$ cat config.mk
export PLATFORM = sky130hd
export DESIGN_NAME = pipe_hazard_ctrl
export DESIGN_NICKNAME = d
export VERILOG_FILES = /design/src/rtl/pipe_hazard_ctrl_pkg.sv /design/src/rtl/pipe_hazard_ctrl_load_use_detect.sv /design/src/rtl/pipe_hazard_ctrl.sv
export SDC_FILE = /design/constraint.sdc
export NUM_CORES = 1
export LEC_CHECK = 0
export ABC_AREA = 1
export CAP_MARGIN = 20
export CORE_MARGIN = 10
export CORE_UTILIZATION = 35
export CTS_CLUSTER_SIZE = 28
export DETAILED_ROUTE_END_ITERATION = 12
export GPL_TIMING_DRIVEN = 0
export SKIP_LAST_GASP = 1
export SYNTH_ARGS = -nofsm -noshare
export SYNTH_HDL_FRONTEND = slang
export SYNTH_SLANG_ARGS = --single-unit
$ cat constraint.sdc
create_clock -name clk -period 3.5 [get_ports clk]
set_input_delay 0.7 -clock clk [delete_from_list [all_inputs] [get_ports clk]]
set_output_delay 0.7 -clock clk [all_outputs]
set_load 0.03 [all_outputs]
$ cat src/rtl/pipe_hazard_ctrl_pkg.sv
// pipe_hazard_ctrl_pkg: shared divide-FSM states, hazard classes and hazard priority for the pipeline controller.
package pipe_hazard_ctrl_pkg;
  localparam int REG_W = 5;
  localparam int LOAD_W = 4;
  localparam int CNT_W = 32;
  typedef enum logic [1:0] {IDLE, DIV_START, DIV_WAIT, DIV_DONE} div_state_t;
  typedef enum logic [2:0] {HZ_NONE, HZ_EXC, HZ_DMEM, HZ_DIV, HZ_LOAD_USE, HZ_IMEM} hazard_t;
  // Highest-priority hazard wins; the rest of the controller only looks at the winner.
  function automatic hazard_t pick_hazard(input logic exc, input logic dmem, input logic div,
                                          input logic lu, input logic imem);
    return exc ? HZ_EXC : dmem ? HZ_DMEM : div ? HZ_DIV : lu ? HZ_LOAD_USE : imem ? HZ_IMEM : HZ_NONE;
  endfunction
endpackage

$ cat src/rtl/pipe_hazard_ctrl_load_use_detect.sv
// load_use_detect: flags an ID instruction reading the destination of a load still in EXE.
module load_use_detect
  import pipe_hazard_ctrl_pkg::*;
(
  input  logic [REG_W-1:0]  rs,
  input  logic [REG_W-1:0]  rt,
  input  logic              use_rs,
  input  logic              use_rt,
  input  logic [LOAD_W-1:0] load_type,
  input  logic              wreg,
  input  logic [REG_W-1:0]  dst,
  output logic              hit
);
  always_comb
    hit = |load_type && wreg && |dst && ((use_rs && rs == dst) || (use_rt && rt == dst));
endmodule

$ cat src/rtl/pipe_hazard_ctrl.sv
// pipe_hazard_ctrl: prioritised stall/flush generation, multi-cycle divide sequencing and stall cycle counter.
module pipe_hazard_ctrl
  import pipe_hazard_ctrl_pkg::*;
(
  input  logic              clk,
  input  logic              rst,
  input  logic [REG_W-1:0]  ID_rs,
  input  logic [REG_W-1:0]  ID_rt,
  input  logic              ID_use_rs,
  input  logic              ID_use_rt,
  input  logic [LOAD_W-1:0] ID_EXE_load_type_data,
  input  logic              ID_EXE_wreg_data,
  input  logic [REG_W-1:0]  ID_EXE_dst,
  input  logic              ID_EXE_is_div_data,
  input  logic              div_ready,
  input  logic              exc_flush,
  input  logic              imem_busy,
  input  logic              dmem_busy,
  output logic              PC_Stall,
  output logic              IF_ID_Stall,
  output logic              ID_EXE_Stall,
  output logic              EXE_MEM_Stall,
  output logic              MEM_WB_Stall,
  output logic              IF_ID_Flush,
  output logic              ID_EXE_Flush,
  output logic              EXE_MEM_Flush,
  output logic              MEM_WB_Flush,
  output logic              div_start,
  output logic              div_abort,
  output logic [CNT_W-1:0]  stall_cnt
);
  div_state_t state;
  hazard_t hz;
  logic lu_hit, div_haz;
  load_use_detect u_lu (
    .rs(ID_rs),
    .rt(ID_rt),
    .use_rs(ID_use_rs),
    .use_rt(ID_use_rt),
    .load_type(ID_EXE_load_type_data),
    .wreg(ID_EXE_wreg_data),
    .dst(ID_EXE_dst),
    .hit(lu_hit)
  );
  // A divide arriving in EXE is held from its first cycle so it cannot slip past before launch.
  always_comb begin
    div_haz = (state == IDLE && ID_EXE_is_div_data) || state == DIV_START ||
              (state == DIV_WAIT && !div_ready);
    hz = rst ? HZ_NONE : pick_hazard(exc_flush, dmem_busy, div_haz, lu_hit, imem_busy);
    PC_Stall = hz != HZ_NONE && hz != HZ_EXC;
    IF_ID_Stall = hz == HZ_DMEM || hz == HZ_DIV || hz == HZ_LOAD_USE;
    ID_EXE_Stall = hz == HZ_DMEM || hz == HZ_DIV;
    EXE_MEM_Stall = hz == HZ_DMEM;
    MEM_WB_Stall = hz == HZ_DMEM;
    IF_ID_Flush = (hz == HZ_EXC || hz == HZ_IMEM) && !IF_ID_Stall;
    ID_EXE_Flush = (hz == HZ_EXC || hz == HZ_LOAD_USE) && !ID_EXE_Stall;
    EXE_MEM_Flush = (hz == HZ_EXC || hz == HZ_DIV) && !EXE_MEM_Stall;
    MEM_WB_Flush = hz == HZ_EXC && !MEM_WB_Stall;
    div_abort = hz == HZ_EXC;
    div_start = !rst && !exc_flush && state == DIV_START;
  end
  // DIV_DONE waits for EXE to move so a held divide is not launched twice.
  always_ff @(posedge clk or posedge rst)
    if (rst) begin
      state <= IDLE;
      stall_cnt <= '0;
    end else begin
      stall_cnt <= stall_cnt + CNT_W'(PC_Stall);
      if (exc_flush) state <= IDLE;
      else
        case (state)
          IDLE:      if (ID_EXE_is_div_data) state <= DIV_START;
          DIV_START: state <= DIV_WAIT;
          DIV_WAIT:  if (div_ready) state <= DIV_DONE;
          DIV_DONE:  if (!ID_EXE_Stall) state <= IDLE;
        endcase
    end
endmodule
==> results.yml <==
timing:
  drv_slew: 0
  fin_crit_ns: 3.27
  setup_slack_ns: 0.231
  period_share: 0.934
  rsz0062_at_grt: "true"
  tns_ns: 0
  max-slew-margin-rel: 0.549
  tightest_slew_ns: 0.668
  hold_viol: 0
  fin_skew_ns: 0.00630
  timing.fmax_mhz: 306
  setup_viol: 0
clock_tree:
  cts_htree_levels: 2
  cts.sinks: 34
  cts-buffers-inserted: 5
  cts_tree: "built"
  clockBufferDepth: 2
  insertion_delay_ns: 0.28
  clk_pin_slew_ns: 0.07
  clock-root-buffer: "clkbuf_8"
synth:
  ys_seq_elements: 34
  synth_cell_types: 23
  ys_warn_count: 0
  syn_nets: 295
  avgSynthCellArea_sq_um: 7.97
  seq_area_frac_synth: 0.412
  netlist_area_sq_um: 2060
  synth_cells: 259
worst_setup_path:
  end_kind: "primary output"
  worst_path_most_repeated_cell: "nand2_1"
  max_stage_delay_ns: 0.50
  critical_path_class: "in2out"
  slowest_stage: "clkdlybuf4s50_1"
  arrival_ns: 2.57
  timing.rr.end: "stall_cnt[28]"
  reg2reg_setup_slack_ns: 0.69
  crit_fanout: 3
  r2r_start: "state[0]"
  worstRegToRegCells: 18
  critPathRequiredTime_ns: 2.80
  start_kind: "input pin"
  path_cells: "clkdlybuf4s50_1 > inv_1 > nor2_1 > nor2_1 > nand3_1 > nand2_1 > nand2_1 > nand2_1 > o21ai_0 > nand3_1 > inv_1 > dlygate4sd2_1"
grt:
  grt_pass1_wl_microns: 8350
  grt_max_degree: 22
  grt_pass1_vias: 1813
  antenna_found_initial: 0
  grt_use_total: 0.103
  grt_overflow: 0
layout:
  fillCellCount: 553
  layout-drive-gt1-share: 0.0957
  diodes: 0
  area_delta_synth_final_pct: 49.3
  multiInputGateArea_sq_um: 1090
  regArea_sq_um: 851
  nets: 380
power_and_ir_drop:
  peakVddDrop_uv: 280
  leakagePower_nw: 1.60
  powerDensity_nw_per_um2: 398
placed_design:
  dpl.hpwl_microns: 4350
  portBuffers: 71
  gp_congestion: 0.786
  pre_cts_slack_ns: -0.159
route:
  ant_nets: 0
  vias_per_cell: 4.44
  drc: 0
  wire_per_inst_microns: 12.4
  wl_microns: 5180
  first_pass_iters: 4
  via_count: 1852
  drtIter0Drc: 47
die:
  io-pin-count: 72
  die_area_sq_um: 9370
  fp.dieH_microns: 96.8
  rows: 27
  die_w_microns: 96.8
  core_area_sq_um: 5610
  initial_core_util: 0.368
hold_path:
  hold_path_class: "reg2reg"
  worstHoldStart: "stall_cnt[31]"
  hold_depth: 1
  min_to: "stall_cnt[31]"
run_status:
  status: "finished clean"
job:
  max-cap-violations: 0
[metal layers]
layer	global-route usage	up-vias	part of all wire
met3	0.0341	4	0.063
met2	0.183	36	0.51
met4	0.0304	0	0.011
li1	-	974	-
met1	0.114	838	0.42
met5	0	-	0
[state kept, by name, summed over array words and instances (netlist names)]
signal and flops:
stall_cnt 32, state 2
[cells in the final DEF, fill, tap and decap left out]
master           instances
nand2_2                  2
o311ai_0                 1
nand2_4                  2
nand3b_1                 1
nand3_1                  9
dlymetal6s2s_1           5
nor3_4                   2
ha_2                     1
o21ai_0                  5
clkdlybuf4s50_1         61
nand3_2                  1
dfrtp_1                 34
nor2_1                  23
inv_2                    1
clkbuf_1                 1
dlygate4sd2_1            4
clkbuf_8                 6
a21oi_1                  2
ha_1                     5
nand3_4                  2
buf_4                    7
nand4_1                  7
nor2_2                   1
xor2_1                  20
buf_16                   1
nand2_1                 69
nor3_1                  12
ha_4                     1
xnor2_1                 10
clkdlybuf4s15_1          1
nor2_4                   5
a31oi_1                  1
clkinv_2                 1
inv_1                   41
[synth_stat cells]
master | instances | area [sq um]
nor2_1 | 23 | 86.3
nand3_1 | 9 | 45.0
nand2_4 | 1 | 11.3
o311ai_0 | 1 | 8.76
ha_1 | 7 | 87.6
inv_2 | 1 | 3.75
nand2_2 | 3 | 18.8
inv_1 | 41 | 154
a31oi_1 | 1 | 6.26
dfrtp_1 | 34 | 851
xor2_1 | 20 | 175
a21oi_1 | 2 | 10.0
nand3_2 | 3 | 30.0
buf_4 | 1 | 7.51
nand4_1 | 7 | 43.8
nor2_4 | 3 | 33.8
nand3b_1 | 1 | 7.51
o21ai_0 | 5 | 25.0
xnor2_1 | 10 | 87.6
nor3_1 | 12 | 60.1
nor3_4 | 2 | 32.5
nor2_2 | 3 | 18.8
nand2_1 | 69 | 259
[through the flow]
stage	power [W]	area [sq um]	hold WS [ns]	cells	util
after floorplan	0.000740	2060	0.503	259	-
after global placement	0.000928	2860	0.455	402	0.511
after global routing	0.00130	3080	0.491	417	0.549
final	0.00123	3080	0.475	417	0.549
after detailed placement	0.000937	2890	0.465	403	0.516
after CTS	0.00123	2980	0.474	411	0.531
[how the worst max path moves through the flow]
| stage | startpoint | to | slack (ns) | cells after the start |
|---|---|---|---|---|
| CTS | ID_EXE_dst[3] | EXE_MEM_Flush | 0.004 | 14 |
| global placement | rst | ID_EXE_Flush | -0.50 | 5 |
| floorplan | ID_EXE_dst[3] | stall_cnt[28] | 0.50 | 20 |
| global route | ID_EXE_dst[3] | stall_cnt[30] | 0.002 | 21 |
| detailed placement | ID_EXE_dst[3] | stall_cnt[30] | -0.16 | 21 |
| finish | ID_EXE_dst[3] | MEM_WB_Flush | 0.23 | 12 |
[cell families after synthesis]
| family | after synthesis | share of synthesized area |
|---|---|---|
| simple gates | 136 | 0.314 |
| compound gates | 9 | 0.0243 |
| fa+ha+maj | 7 | 0.0424 |
| flops | 34 | 0.412 |
| xor+xnor | 30 | 0.127 |
| buf+inv | 43 | 0.0800 |
[final cells by class]
type / instances / area share
plain buffers: 1 / 0.00244
clock buffers: 7 / 0.0280
clock inverters: 1 / 0.00162
inverters: 42 / 0.0512
multi-input cells: 182 / 0.355
flip-flops and latches: 34 / 0.276
well taps: 72 / 0.0292
repair buffers: 78 / 0.257
[report_power, final]
| part | internal, W | switching, W | total (W) |
|---|---|---|---|
| Clock | 0.000158 | 0.000132 | 0.000291 |
| Combinational | 0.000179 | 0.000256 | 0.000435 |
| Sequential | 0.000440 | 0.0000591 | 0.000499 |
| Total | 0.000777 | 0.000448 | 0.00123 |
[worst max-delay path, delay by kind of cell]
kind,cells,cell delay (ns)
AND/OR/NAND/NOR,7,0.57
buffers and inverters,4,1.07
AO/OA/AOI/OAI,1,0.23
[timing repair]
| item | 4_1_cts | 5_1_grt |
|---|---|---|
| setup buffers | 0 | 6 |
| setup endpoints to repair | 5 | 10 |
| pin swaps | 0 | 4 |
| gates cloned | 0 | 0 |
| endpoints found under the hold margin | 0 | 0 |
| hold buffers | 0 | 0 |
| resized for setup | 5 | 14 |
No activity file was read; power rests on OpenSTA's default activity.
